### config.mk
export PLATFORM = sky130hd
export DESIGN_NAME = chaos_scan_ctrl
export DESIGN_NICKNAME = d
export VERILOG_FILES = /design/src/rtl/chaos_scan_ctrl.sv
export SDC_FILE = /design/constraint.sdc
export NUM_CORES = 1
export LEC_CHECK = 0
export BUFFER_PORTS_ARGS = -buffer_cell sky130_fd_sc_hd__buf_2
export CAP_MARGIN = 40
export CORE_ASPECT_RATIO = 1.75
export CORE_MARGIN = 1.5
export CORE_UTILIZATION = 45
export CTS_CLUSTER_SIZE = 12
export DETAILED_ROUTE_END_ITERATION = 8
export PLACE_DENSITY = 0.65
export SKIP_LAST_GASP = 1
export SLEW_MARGIN = 20
export SYNTH_ARGS = -nofsm -noshare
export SYNTH_HDL_FRONTEND = slang
export SYNTH_SLANG_ARGS = --single-unit
### constraint.sdc
create_clock -name CLK -period 4.3 [get_ports CLK]
set_input_delay 0.645 -clock CLK [delete_from_list [all_inputs] [get_ports CLK]]
set_output_delay 0.645 -clock CLK [all_outputs]
set_load 0.005 [all_outputs]
### src/rtl/chaos_scan_ctrl.sv
// chaos_scan_ctrl: VGA scan timing plus mu / restart control for the
// logistic-map display stage.
//
// Ports:
//   CLK, RST           pixel clock, async active-low reset
//   btn_up, btn_down   async push buttons, step mu up / down
//   sweep_en           level, 1 = automatic mu sweep
//   row, col           scan position
//   hsync, vsync       active-low syncs
//   video_on           1 inside the visible area
//   frame_start        one-cycle pulse at row=0, col=0
//   mu                 map parameter (16 fractional bits)
//   maxrepeat          iteration count (constant)
//   cyc_rst            active-low restart strobe for iteration units

module chaos_scan_ctrl #(
    parameter int          H_VIS        = 640,
    parameter int          H_FP         = 16,
    parameter int          H_SYNC       = 96,
    parameter int          H_BP         = 48,
    parameter int          V_VIS        = 480,
    parameter int          V_FP         = 10,
    parameter int          V_SYNC       = 2,
    parameter int          V_BP         = 33,
    parameter logic [17:0] MU_INIT      = 18'h3_0000,
    parameter logic [17:0] MU_MIN       = 18'h2_8000,
    parameter logic [17:0] MU_MAX       = 18'h3_FF00,
    parameter logic [17:0] MU_STEP      = 18'h0_0100,
    parameter int          SWEEP_FRAMES = 4,
    parameter logic [8:0]  MAXREP       = 9'd400
) (
    input  logic        CLK,
    input  logic        RST,
    input  logic        btn_up,
    input  logic        btn_down,
    input  logic        sweep_en,
    output logic [9:0]  row,
    output logic [9:0]  col,
    output logic        hsync,
    output logic        vsync,
    output logic        video_on,
    output logic        frame_start,
    output logic [17:0] mu,
    output logic [8:0]  maxrepeat,
    output logic        cyc_rst
);

    localparam int H_TOT = H_VIS + H_FP + H_SYNC + H_BP;
    localparam int V_TOT = V_VIS + V_FP + V_SYNC + V_BP;

    localparam logic [9:0] H_LAST = 10'(H_TOT - 1);
    localparam logic [9:0] V_LAST = 10'(V_TOT - 1);
    localparam logic [9:0] H_VISC = 10'(H_VIS);
    localparam logic [9:0] V_VISC = 10'(V_VIS);
    localparam logic [9:0] HS_BEG = 10'(H_VIS + H_FP);
    localparam logic [9:0] HS_END = 10'(H_VIS + H_FP + H_SYNC);
    localparam logic [9:0] VS_BEG = 10'(V_VIS + V_FP);
    localparam logic [9:0] VS_END = 10'(V_VIS + V_FP + V_SYNC);

    localparam int FCW =
        (SWEEP_FRAMES > 1) ? $clog2(SWEEP_FRAMES) : 1;
    localparam logic [FCW-1:0] FC_LAST = FCW'(SWEEP_FRAMES - 1);

    localparam logic [18:0] MAX_W = {1'b0, MU_MAX};
    localparam logic [18:0] MIN_W = {1'b0, MU_MIN};

    typedef enum logic {RUN, RESTART} state_t;

    state_t         state, state_d;
    logic [9:0]     col_n, row_n;
    logic [1:0]     up_sync, dn_sync;
    logic           up_prev, dn_prev;
    logic           up_edge, dn_edge;
    logic           pend_up, pend_dn, pend_sweep;
    logic [FCW-1:0] frame_cnt;
    logic           apply;
    logic [18:0]    mu_inc, mu_dec;
    logic [17:0]    mu_calc, mu_d;
    logic           cyc_rst_d;

    assign maxrepeat = MAXREP;

    // Next counter values; all timing outputs are decoded from these
    // so that they line up with the registered row/col.
    always_comb begin
        col_n = col + 10'd1;
        row_n = row;
        if (col == H_LAST) begin
            col_n = '0;
            row_n = (row == V_LAST) ? '0 : row + 10'd1;
        end
    end

    always_ff @(posedge CLK or negedge RST) begin
        if (!RST) begin
            col         <= '0;
            row         <= '0;
            hsync       <= 1'b1;
            vsync       <= 1'b1;
            video_on    <= 1'b0;
            frame_start <= 1'b0;
        end else begin
            col         <= col_n;
            row         <= row_n;
            hsync       <= !(col_n >= HS_BEG && col_n < HS_END);
            vsync       <= !(row_n >= VS_BEG && row_n < VS_END);
            video_on    <= (col_n < H_VISC) && (row_n < V_VISC);
            frame_start <= (col_n == '0) && (row_n == '0);
        end
    end

    // First line of vertical blank: the only point where mu moves.
    assign apply = (row == V_VISC) && (col == '0);

    assign up_edge = up_sync[1] & ~up_prev;
    assign dn_edge = dn_sync[1] & ~dn_prev;

    always_ff @(posedge CLK or negedge RST) begin
        if (!RST) begin
            up_sync <= '0;
            dn_sync <= '0;
            up_prev <= 1'b0;
            dn_prev <= 1'b0;
        end else begin
            up_sync <= {up_sync[0], btn_up};
            dn_sync <= {dn_sync[0], btn_down};
            up_prev <= up_sync[1];
            dn_prev <= dn_sync[1];
        end
    end

    // An edge landing on the apply cycle itself survives the clear
    // and is carried into the next frame.
    always_ff @(posedge CLK or negedge RST) begin
        if (!RST) begin
            pend_up    <= 1'b0;
            pend_dn    <= 1'b0;
            pend_sweep <= 1'b0;
            frame_cnt  <= '0;
        end else begin
            pend_up <= (pend_up & ~apply) | up_edge;
            pend_dn <= (pend_dn & ~apply) | dn_edge;
            if (!sweep_en) begin
                pend_sweep <= 1'b0;
                frame_cnt  <= '0;
            end else if (apply && (pend_up || pend_dn)) begin
                pend_sweep <= 1'b0;
                frame_cnt  <= '0;
            end else begin
                pend_sweep <= pend_sweep & ~apply;
                if (frame_start) begin
                    if (frame_cnt == FC_LAST) begin
                        frame_cnt  <= '0;
                        pend_sweep <= 1'b1;
                    end else begin
                        frame_cnt <= frame_cnt + 1'b1;
                    end
                end
            end
        end
    end

    // 19-bit arithmetic keeps the carry visible to the bound checks.
    assign mu_inc = {1'b0, mu} + {1'b0, MU_STEP};
    assign mu_dec = {1'b0, mu} - {1'b0, MU_STEP};

    always_comb begin
        mu_calc = mu;
        if (pend_up && pend_dn) begin
            mu_calc = mu;
        end else if (pend_up) begin
            mu_calc = (mu_inc > MAX_W) ? MU_MAX : mu_inc[17:0];
        end else if (pend_dn) begin
            mu_calc = (mu_dec[18] || mu_dec < MIN_W)
                    ? MU_MIN : mu_dec[17:0];
        end else if (pend_sweep) begin
            mu_calc = (mu_inc > MAX_W) ? MU_MIN : mu_inc[17:0];
        end
    end

    always_ff @(posedge CLK or negedge RST) begin
        if (!RST) begin
            state   <= RUN;
            mu      <= MU_INIT;
            cyc_rst <= 1'b0;
        end else begin
            state   <= state_d;
            mu      <= mu_d;
            cyc_rst <= cyc_rst_d;
        end
    end

    always_comb begin
        state_d   = state;
        mu_d      = mu;
        cyc_rst_d = 1'b1;
        unique case (state)
            RUN: begin
                if (apply && (mu_calc != mu)) begin
                    mu_d      = mu_calc;
                    cyc_rst_d = 1'b0;
                    state_d   = RESTART;
                end
            end
            RESTART: begin
                state_d = RUN;
            end
        endcase
    end

endmodule
# Word-level counts from Yosys, hierarchy flattened
# Cells that the tools add are included.
# totals
reg_bits	55
input_bits	5
wordCells	85
# op_classes
add_sub_neg	5
order_cmp	8
eq_ne	6
mux	22
bitwise	11
reduce_logical	16
# op_table
operator	count
18-bit two-way mux	7
10-bit zero test	3
10-bit two-way mux	3
10-bit by 1-bit adder with 10-bit output, second input constant	2
10-bit == test, second input constant	2
10-bit less-than comparator, second input constant	2
10-bit by 9-bit less-than comparator with 1-bit output, second input constant	2
18-bit by 9-bit adder with 19-bit output, second input constant	1
19-bit by 18-bit greater-than comparator with 1-bit output, second input constant	1
19-bit by 18-bit less-than comparator with 1-bit output, second input constant	1
18-bit by 9-bit subtractor with 19-bit output, second input constant	1
18-bit inequality test	1
10-bit by 9-bit == test with 1-bit output, second input constant	1
10-bit greater-or-equal comparator, second input constant	1
10-bit by 9-bit greater-or-equal comparator with 1-bit output, second input constant	1
1-bit logical AND	8
2-bit two-way mux	4
1-bit two-way mux	7
1-bit AND	5
1-bit inverter	4
3-bit by 1-bit inequality test with 1-bit output, second input constant	1
2-bit by 1-bit adder with 2-bit output, second input constant	1
2-bit == test, second input constant	1
1-bit zero test	2
other kinds (4)	6

# Logic depth before layout (Yosys ltp)
# depth
depth_word	11
ltp_mapped	13
mapped_depth_nobuf	11

# Worst setup path before layout
# Ideal clock, no wire load.
# synth_path
kind	register -> register
from	register mu[8]
to	register mu[11]
setup_time_ns	0.125
t_arrival_ns	3.875
t_required_ns	4.175
slack_ns	0.300
path_stages_with_launch	13
synth_period_minus_slack_ns	4.000
cell_sequence	dfrtp_1 -> clkbuf_1 -> inv_1 -> ha_1 -> or4b_4 -> a2111oi_4 -> mux2_4 -> nor2_2 -> nor2_1 -> a2111oi_2 -> nand4b_4 -> o21ai_4 -> mux2_4
# synth_between
elab_chain_len	10
word_cells_on_any_way	15
classes_between	add/sub: 2; order compare: 2; eq/ne: 1; mux: 7; reduce/logical: 3
# synth_rtl
item	line	rtl
start, declared	43	output logic [17:0] mu,
start signal, assigned	188	mu <= mu_d;
18-bit by 9-bit adder with 19-bit output / 18-bit by 9-bit subtractor with 19-bit output (equally long branches)	164, 165	
19-bit by 18-bit greater-than comparator with 1-bit output / 19-bit by 18-bit less-than comparator with 1-bit output (equally long branches)	172, 177, 174	
18-bit two-way mux / 1-bit logical OR (equally long branches)	177, 174	
18-bit two-way mux (on tied branches)	176, 175	
18-bit two-way mux	173	end else if (pend_dn) begin
18-bit two-way mux	171	end else if (pend_up) begin
18-bit two-way mux	169	if (pend_up && pend_dn) begin
18-bit inequality test	199	if (apply && (mu_calc != mu)) begin
1-bit logical AND	199	
2-bit AND reduction (no line)	n/a	
# Parallel ways exist; a longest one is shown, timed or not.
# A chain may end at the register's enable or synchronous reset.

# Worst setup path after layout
# layout_path
from	register mu[9]
to	register mu[9]
# The elaborated chain is that of the path after synthesis.

==> run_results.csv <==
group,metric,value,unit
status,outcome,"complete, no violations",
die,rows,44,
clocking,clk_pin_slew,0.07,ns
synth,synth_xor_area_frac,0.0274,
layout,instances_no_fill,601,
global_route,grt_start_max_net_pins,56,
sta,tightest_slew,0.768,ns
critical_path,cp.depth,11,
clocking,clk_latency,0.30,ns
placement,dpl-instance-area,0.00416,mm²
sta,rsz0062_at_grt,"false",
drt,drc,0,
global_route,grt_pass1_wl,18400,µm
synth,synthMuxAreaShare,0.0473,
clocking,postCtsSetupRepairBufs,0,
synth,syn_area_per_cell,8.65,µm²
die,die-area,0.00911,mm²
placement,port_buffers,47,
sta,fin_skew,0.00748,ns
critical_path,cpMostUsedCell,"mux2_4",
clocking,htreeDepth,2,
placement,place_ws,0.365,ns
sta,hold_viol_final,0,
worst_hold_path,hold_path_depth,0,
die,coreArea,0.00831,mm²
synth,synthAdderAreaFrac,0.0261,
placement,hpwl,8670,µm
die,start_util,0.462,
clocking,clockBufferDepth,2,
drt,drt-pass1-iter-count,5,
power,leakage,2.00,nW
flow_run,maxCapViolCount,0,
critical_path,critPathLaunchType,"register",
global_route,track_usage,0.262,
critical_path,path_cells,"inv_1 -> ha_1 -> or4b_4 -> a2111oi_4 -> mux2_4 -> nor2_2 -> nor2_1 -> a2111oi_2 -> nand4b_4 -> o21ai_4 -> mux2_4",
sta,post-route-period-util,0.920,
drt,via_per_inst,5.94,
clocking,ctsHoldBuffers,0,
synth,yosysSeqAreaShare,0.360,
synth,synth_flop_cell,"dfrtp_1",
die,num_io_pins,57,
clocking,postCtsResizedCells,0,
placement,gp_congestion,1.07,
sta,maxSlewHeadroom,0.483,
die,fp.dieW,72.8,µm
clocking,clock_tree.root_cell,"clkbuf_16",
clocking,cts_tree,"built",
synth,synth_compound_area_frac,0.232,
synth,yosysWarnings,0,
layout,nets,498,
synth,synth_edf_count,0,
drt,detail-route-antenna-nets,0,
critical_path,crit_type,"reg -> reg",
critical_path,crit_arrival,4.14,ns
power,power_density,231,mW/mm²
power,ir_drop,0.000229,V
critical_path,crit_family,"compound AO/OA/AOI/OAI gates",
synth,synth.distinct_cells,76,
worst_hold_path,hp-class,"reg -> reg",
critical_path,crit_fanout,9,
critical_path,r2r_cells,11,
sta,timing.final.max_slew_violations,0,
synth,synth_simple_gate_area_frac,0.240,
layout,postLayoutCellArea,0.00433,mm²
drt,avgRoutedWirePerCell,18.9,µm
synth,async_reset_ff_frac,1.00,
critical_path,worstPathRequired,4.48,ns
clocking,cts_sinks,55,
critical_path,cp_slowest_cell,"a2111oi_2",
synth,syn_area,0.00384,mm²
layout,syn2layout_area_growth,12.7,%
sta,post-route-min-period,3.96,ns
sta,worst_slack,0.342,ns
critical_path,end_kind,"register",
drt,wirelength,11400,µm
synth,synth_top_family_by_area,"simple AND/OR/NAND/NOR gates",
synth,syn_inst,444,
layout,drive_above_1_share,0.193,
clocking,numCtsBuffers,5,
layout,diodes,0,
sta,fmax,253,MHz
sta,setup_viol,0,
placement,dp_cells,593,
layout,nFillCells,816,
global_route,overflow,0,
critical_path,critical-path-max-stage-delay,0.54,ns
drt,vias,3572,
sta,timing.setup.tns,0,ns
global_route,grt_pass1_vias,3579,
drt,drt_iter0_drc,284,
global_route,antenna_found_initial,0,
die,die_h,125,µm
synth,synth_seq_cells,55,
critical_path,crit_buf_inv,1,
[layer usage]
| layer | track usage | wire length (µm) | up-vias |
|---|---|---|---|
| met3 | 0.0322 | 450 | 51 |
| met4 | 0.160 | 706 | 0 |
| li1 | - | - | 1681 |
| met5 | 0 | 0 | - |
| met2 | 0.466 | 6130 | 137 |
| met1 | 0.284 | 4090 | 1703 |
[cell families after synthesis]
group | Yosys count
and+or+nand+nor | 176
AOI/OAI and AO/OA | 125
DFF | 55
buffers and inverters | 51
muxes | 15
xor gates and xnor gates | 12
adders and majority gates | 8
other | 2
[cells in the final DEF, fill, tap and decap left out, types with 3 or more instances in the layout]
cell,Yosys,layout
mux2_4,6,6
o31a_1,4,4
o211ai_1,3,3
conb_1,2,9
nor3_1,12,12
xnor2_1,7,7
dfstp_2,4,4
buf_4,10,13
nand3_1,13,13
mux2i_1,8,8
buf_2,5,47
inv_1,18,18
nor4_1,8,8
a31oi_1,5,5
a21oi_1,24,24
xor2_1,5,5
a2bb2oi_1,4,4
or3_1,3,3
o21a_1,6,6
and4_1,5,5
and3_1,8,8
nand2_1,44,44
nand4_1,7,7
dfrtp_1,51,51
o21ai_0,34,34
nor2b_1,8,8
clkbuf_16,0,5
a211o_1,3,3
and2_1,9,9
nand2b_1,3,3
ha_1,8,8
nor2_1,39,39
nand3b_1,3,3
a21boi_0,5,5
[path summary, 6_finish.rpt]
path,start,end,slack [ns]
max,mu[9],mu[9],0.34
min,up_sync[0],up_sync[1],0.35
max reg2reg,mu[9],mu[9],0.34
min reg2reg,up_sync[0],up_sync[1],0.35
max in group asynchronous,RST,mu[12],3.34
min in group asynchronous,RST,mu[5],0.47
[synthesized netlist by cell type (3+ instances only)]
library cell,instances,area share
mux2i_1,8,0.021
mux2_4,6,0.023
a31oi_1,5,0.0081
a21boi_0,5,0.0098
a211o_1,3,0.0068
and3_1,8,0.013
nand2_1,44,0.043
ha_1,8,0.026
xnor2_1,7,0.016
or3_1,3,0.0049
buf_4,10,0.020
o21a_1,6,0.012
xor2_1,5,0.011
nor2_1,39,0.038
buf_2,5,0.0065
nand3b_1,3,0.0059
o31a_1,4,0.0091
inv_1,18,0.018
nand2b_1,3,0.0049
nor4_1,8,0.013
nand3_1,13,0.017
o21ai_0,34,0.044
and2_1,9,0.015
nor3_1,12,0.016
nand4_1,7,0.011
dfrtp_1,51,0.33
a2bb2oi_1,4,0.0091
nor2b_1,8,0.013
clkbuf_1,14,0.014
a21oi_1,24,0.031
o211ai_1,3,0.0059
dfstp_2,4,0.027
and4_1,5,0.011
[per-stage QoR]
step | power (mW) | utilization | hold WS [ns]
floorplan | 0.539 | - | 0.331
global placement | 0.546 | 0.500 | 0.334
detailed placement | 0.546 | 0.500 | 0.335
CTS | 1.02 | 0.520 | 0.351
global route | 1.03 | 0.520 | 0.372
finish | 1.00 | 0.520 | 0.349
[where the power goes]
part / total [mW] / switching (mW) / internal, mW
Clock: 0.464 / 0.187 / 0.277
Combinational: 0.0147 / 0.0127 / 0.00205
Sequential: 0.521 / 0.000822 / 0.520
Total: 1.00 / 0.200 / 0.799
[area by class of cell]
type,instances,area [µm²],share of cell area
multi-input combinational,345,2230,0.516
sequential,55,1380,0.319
timing repair buffer,60,333,0.0769
tap,115,144,0.0333
clock buffer,6,129,0.0298
inverter,18,67.6,0.0156
clock inverter,2,38.8,0.00896
[state kept, by name, indices dropped and copies added (netlist names), 2 cells and up]
register / count
mu: 18
col: 10
row: 10
dn_sync: 2
frame_cnt: 2
up_sync: 2
(Power assumes the default switching activity.)
